===== config.mk =====
export PLATFORM = sky130hd
export DESIGN_NAME = relax_osc_trim_ctrl
export DESIGN_NICKNAME = d
export VERILOG_FILES = /design/src/rtl/relax_osc_trim_ctrl.sv
export SDC_FILE = /design/constraint.sdc
export NUM_CORES = 1
export LEC_CHECK = 0
export BUFFER_PORTS_ARGS = -buffer_cell sky130_fd_sc_hd__clkbuf_2
export CAP_MARGIN = 0
export CORE_MARGIN = 3
export CORE_UTILIZATION = 60
export DETAILED_ROUTE_END_ITERATION = 12
export PLACE_DENSITY_LB_ADDON = 0.25
export SYNTH_ARGS = -nofsm -noshare
export SYNTH_HDL_FRONTEND = slang
export SYNTH_SLANG_ARGS = --single-unit

===== constraint.sdc =====
create_clock -name clk -period 11.6 [get_ports clk]
set_input_delay 2.32 -clock clk [delete_from_list [all_inputs] [get_ports clk]]
set_output_delay 2.32 -clock clk [all_outputs]
set_load 0.01 [all_outputs]

===== src/rtl/relax_osc_trim_ctrl.sv =====
// relax_osc_trim_ctrl: SAR calibration of the relaxation-oscillator trim code.
// Counts synchronised osc_in rising edges over a fixed clk gate window and
// binary-searches the trim code for the largest value whose edge count does
// not exceed the programmed target.
// Optional feature macro: RELAX_OSC_TRACK_EN. When it is defined, the block
// keeps measuring after lock and nudges trim by +/-1 to follow drift.
module relax_osc_trim_ctrl #(
  parameter int TRIM_W        = 6,
  parameter int CNT_W         = 16,
  parameter int GATE_CYCLES   = 1024,
  parameter int SETTLE_CYCLES = 16
) (
  input  logic              clk,
  input  logic              rst_n,
  input  logic              ena,
  input  logic              osc_in,
  input  logic              start,
  input  logic [CNT_W-1:0]  target,
  output logic [TRIM_W-1:0] trim,
  output logic [CNT_W-1:0]  count,
  output logic              busy,
  output logic              done,
  output logic              locked
);
  localparam int TMR_MAX = (GATE_CYCLES > SETTLE_CYCLES) ? GATE_CYCLES : SETTLE_CYCLES;
  localparam int TMR_W   = $clog2(TMR_MAX) + 1;
  localparam int BIT_W   = (TRIM_W > 1) ? $clog2(TRIM_W) : 1;

  typedef enum logic [2:0] {
    IDLE, SETBIT, SETTLE, MEASURE, DECIDE, DONE, TRACK
  } state_t;

  state_t            state;
  logic [2:0]        osc_sync;
  logic              osc_rise;
  logic [CNT_W-1:0]  cnt;
  logic [CNT_W-1:0]  cnt_inc;
  logic [TMR_W-1:0]  tmr;
  logic [BIT_W-1:0]  bit_idx;
  logic [CNT_W-1:0]  target_q;
  logic              trk;
  logic [CNT_W:0]    cnt_x;
  logic [CNT_W:0]    tgt_x;

  // Two flops resynchronise the async oscillator, the third gives the previous level for edge detect.
  always_ff @(posedge clk) begin
    if (!rst_n) osc_sync <= '0;
    else        osc_sync <= {osc_sync[1:0], osc_in};
  end

  assign osc_rise = osc_sync[1] & ~osc_sync[2];
  // Counter sticks at all-ones instead of wrapping so a fast oscillator never looks slow.
  assign cnt_inc  = (osc_rise && (cnt != '1)) ? cnt + CNT_W'(1) : cnt;
  // One extra bit so the +/-1 tracking band never overflows at the top of the range.
  assign cnt_x    = {1'b0, count};
  assign tgt_x    = {1'b0, target_q};

  // Calibration sequencer: SAR over trim bits, MSB first, one measurement per bit.
  always_ff @(posedge clk) begin
    if (!rst_n) begin
      state    <= IDLE;
      trim     <= '0;
      count    <= '0;
      busy     <= 1'b0;
      done     <= 1'b0;
      locked   <= 1'b0;
      cnt      <= '0;
      tmr      <= '0;
      bit_idx  <= '0;
      target_q <= '0;
      trk      <= 1'b0;
    end else if (!ena) begin
      // Tile disabled: abandon any search but leave the DAC code where it is.
      state  <= IDLE;
      busy   <= 1'b0;
      done   <= 1'b0;
      locked <= 1'b0;
      trk    <= 1'b0;
    end else begin
      done <= 1'b0;
      if (start && (state == IDLE || trk)) begin
        target_q <= target;
        bit_idx  <= BIT_W'(TRIM_W - 1);
        trim     <= '0;
        busy     <= 1'b1;
        locked   <= 1'b0;
        trk      <= 1'b0;
        state    <= SETBIT;
      end else begin
        case (state)
          IDLE: ;
          SETBIT: begin
            trim[bit_idx] <= 1'b1;
            tmr           <= '0;
            state         <= SETTLE;
          end
          SETTLE: begin
            // Oscillator still slewing to the new code; discard its edges.
            cnt <= '0;
            if (tmr == TMR_W'(SETTLE_CYCLES - 1)) begin
              tmr   <= '0;
              state <= MEASURE;
            end else begin
              tmr <= tmr + TMR_W'(1);
            end
          end
          MEASURE: begin
            cnt <= cnt_inc;
            if (tmr == TMR_W'(GATE_CYCLES - 1)) begin
              count <= cnt_inc;
              state <= trk ? TRACK : DECIDE;
            end else begin
              tmr <= tmr + TMR_W'(1);
            end
          end
          DECIDE: begin
            // Too fast: this bit overshoots the target, back it out.
            if (count > target_q) trim[bit_idx] <= 1'b0;
            if (bit_idx == '0) begin
              state  <= DONE;
              done   <= 1'b1;
              busy   <= 1'b0;
              locked <= 1'b1;
            end else begin
              bit_idx <= bit_idx - BIT_W'(1);
              state   <= SETBIT;
            end
          end
          DONE: begin
`ifdef RELAX_OSC_TRACK_EN
            trk   <= 1'b1;
            tmr   <= '0;
            state <= SETTLE;
`else
            state <= IDLE;
`endif
          end
          TRACK: begin
            // Dead band of +/-1 edge keeps the code from dithering around the target.
            if (cnt_x > tgt_x + (CNT_W+1)'(1)) begin
              if (trim != '0) trim <= trim - TRIM_W'(1);
            end else if (cnt_x + (CNT_W+1)'(1) < tgt_x) begin
              if (trim != '1) trim <= trim + TRIM_W'(1);
            end
            tmr   <= '0;
            state <= SETTLE;
          end
          default: state <= IDLE;
        endcase
      end
    end
  end
endmodule

==> summary.txt <==
Yosys
  – Distinct cells, synth: 56
  – Synth Flop Type: dfxtp_1
  – Number of synthesized register bits: 77
  – Register area share after synthesis: 28.6%
  – Yosys warning count: 0
  – EDFF count, synth: 0
  – Asr flop ratio synth: 0%
  – Syn nets: 762
  – Post-synthesis instance area: 0.00538 mm^2
  – Post-Synthesis Cells: 682
  – Syn Area/Cell: 7.89 um^2

Clocking
  – CTS Buf Count: 9
  – Hold_buf cts: 0
  – TritonCTS clock tree: yes
  – Clock transition at path regs: 0.08 ns
  – Resized Gates After CTS: 0
  – Skew-Pair Late Insertion Delay: 0.36 ns
  – Bufs on Longest Clock Path: 2
  – Post-CTS Setup Repair Bufs: 0
  – Root buf cell: clkbuf_8
  – CTS sink cnt: 77
  – H-tree depth: 3

Worst hold path
  – Hold Path Stages: 1
  – Hold crit path type: flip-flop to flip-flop
  – Hold EP: osc_sync[1]
  – Worst hold start: osc_sync[0]

Timing
  – Final setup skew: 0.0107 ns
  – RSZ-0062 raised after global routing: no
  – Final TNS setup: 0 ns
  – Slew HR: 33.6%
  – Finish-stage setup viols: 0
  – Hold WS: 0.453 ns
  – Final hold violations: 0
  – Max Freq: 210 MHz
  – Worst Max-Slew Pin Slew: 0.995 ns
  – Pins over their slew limit: 0
  – Post-layout min period: 4.77 ns
  – Crit share post-route: 41.1%

Floorplanning
  – Core area: 0.00846 mm^2
  – Die width: 101 um
  – Starting Density: 63.6%
  – Die span in y: 101 um
  – IO Count: 46
  – Row count: 33
  – Total die area: 0.0101 mm^2

Critical path
  – WP buf/inv: 0
  – Type of origin of the critical path: flip-flop
  – Critical-path maximum fanout: 8
  – R2R Path Start: target_q[2]
  – Arr. time, crit path: 5.04 ns
  – Reg2reg path depth: 18
  – Crit Reg-Reg Endpoint: trim[5]
  – Critical path class: flip-flop to flip-flop
  – Worst path depth: 18
  – Crit path max-delay family: simple AND/OR/NAND/NOR gates
  – Crit path cell chain: nand3_2, nor4_1, nand4_1, nor3_1, xnor2_1, ha_1, nand3_1, nor4_2, o21ai_1, a31oi_4, ha_1, a21o_1, a311o_1, a21oi_1, xnor2_1, xor2_1, o211ai_1, mux2i_1
  – Setup crit end kind: flip-flop
  – Worst path slowest cell: nor4_1
  – CP max stage delay: 0.54 ns
  – Worst Path Required: 11.88 ns
  – R2R Setup Slk: 6.83 ns

Global route
  – Largest net degree at the start of global routing: 33
  – Tot GR Track Use: 26.5%
  – First-pass GRT wire length: 22.0 mm
  – Initial antenna violation count: 0
  – Vias in the first global route: 4,761
  – Grt ovf: 0

Cells and area
  – Fill cell total of the finished layout: 699
  – ANT cells: 0
  – Layout area overhead: 8.49%
  – Share of cells above drive strength 1: 10.2%
  – Fin nets: 794

Power and ir drop
  – Pwr Density: 90.6 mW/mm^2
  – Max VDD drop: 0.0580 mV
  – P_leak: 0.00235 uW
  – Pwr Total: 529 uW

Place
  – DP HPWL: 9.61 mm
  – GPL Wtd Cong: 0.897
  – Port bufs: 45

Route
  – Final WL: 12.9 mm
  – Wire per inst: 15.7 um
  – DR pass1 iterations: 6
  – Via count: 4,962
  – DRC: 0
  – Detail Route Antenna Nets: 0
  – Vias per cell: 6.02
  – Initial drt markers: 177

Job
  – Max-Cap Viols: 0

Outcome
  – Status: finished, final reports clean
layout by cell type (no fill, tap or decap), drive strengths merged, types with 8 or more instances in the layout:
cell / n
clkbuf: 57
and2: 11
inv: 29
a211oi: 16
nor3: 24
a21oi: 65
dfxtp: 77
mux2i: 8
and4: 8
nor2: 60
nand4: 15
xnor2: 29
xor2: 28
nand3: 28
o21ai: 34
a21o: 11
ha: 58
nand2: 94
cells by family (layout without fill, tap and decap cells):
family,Yosys count,count (layout),synth area share [%]
multiplexers,8,8,1.49
adder cells (fa/ha/maj),59,59,13.9
XOR/XNOR,57,57,9.28
buffers and inverters,54,91,3.81
AO/OA/AOI/OAI,154,154,18.3
flip-flops,77,77,28.6
AND/OR/NAND/NOR,273,273,24.6
how the worst max path moves through the flow:
| stage | startpoint | to | slack [ns] |
|---|---|---|---|
| after detailed placement | target_q[2] | trim[5] | 7.08 |
| after CTS | target_q[2] | trim[5] | 6.96 |
| after global placement | rst_n | cnt[3] | 7.19 |
| after global routing | target_q[0] | trim[5] | 6.39 |
| after floorplan | target_q[2] | trim[5] | 7.60 |
| final | target_q[2] | trim[5] | 6.83 |
cell usage after synthesis, types with 2 or more instances:
master | number | area share [%]
nand4_1 | 15 | 1.7
and2_1 | 11 | 1.3
ha_1 | 58 | 13
mux2i_1 | 8 | 1.5
inv_1 | 27 | 1.9
xnor2_1 | 29 | 4.7
and3_1 | 7 | 0.81
nand2_1 | 94 | 6.6
nand3b_1 | 2 | 0.28
nor2b_1 | 6 | 0.70
dfxtp_1 | 77 | 29
nand2b_1 | 2 | 0.23
or3_1 | 2 | 0.23
clkbuf_1 | 23 | 1.6
o21ai_1 | 3 | 0.28
nand3_1 | 27 | 2.5
a211o_1 | 2 | 0.33
o211ai_1 | 5 | 0.70
o21a_1 | 4 | 0.56
a31oi_4 | 2 | 0.79
nor2_1 | 60 | 4.2
or4_1 | 7 | 0.98
a21oi_1 | 65 | 6.0
nor3_1 | 24 | 2.2
a211oi_1 | 16 | 2.2
xor2_1 | 28 | 4.6
and4_1 | 8 | 1.3
o21ai_0 | 31 | 2.9
a21o_1 | 11 | 1.5
buf_2 | 2 | 0.19
registers in the layout (all words and copies together), names as in the netlist, 3 cells and up:
name      flops
count        16
tmr          11
state         3
bit_idx       3
trim          6
target_q     16
osc_sync      3
cnt          16
area by class of cell:
type | count | area, um^2 | share of cell area [%]
timing repair buffer | 46 | 233 | 3.99
multi-input combinational | 551 | 3640 | 62.3
sequential | 77 | 1540 | 26.4
tap | 105 | 131 | 2.25
clock inverter | 4 | 31.3 | 0.536
clock buffer | 12 | 155 | 2.66
inverter | 29 | 109 | 1.86
power breakdown:
| group | switching [uW] | internal, uW | total, uW | leakage, uW |
|---|---|---|---|---|
| Sequential | 7.01 | 269 | 276 | 0.000623 |
| Combinational | 34.7 | 23.0 | 57.7 | 0.00163 |
| Clock | 104 | 90.8 | 195 | 0.0000969 |
| Total | 146 | 382 | 529 | 0.00235 |
per-stage QoR:
stage                     cells  utilization (%)  worst slack, ns  area [um^2]
after global routing        824             69.0             6.39         5840
after CTS                   824             69.0             6.96         5840
after detailed placement    808             66.8             7.08         5650
after global placement      808             66.8             7.19         5650
final                       824             69.0             6.83         5840
after floorplan             682                -             7.60         5380
per-layer routing:
layer,part of all wire (%),wire (um),track usage (%),vias up
li1,-,-,-,2494
met1,44,5730,33.7,2296
met2,47,6110,44.6,140
met3,5.5,712,4.29,32
met4,2.9,376,10.6,0
met5,0,0,0,-
Power figures use the tool's default switching activity.
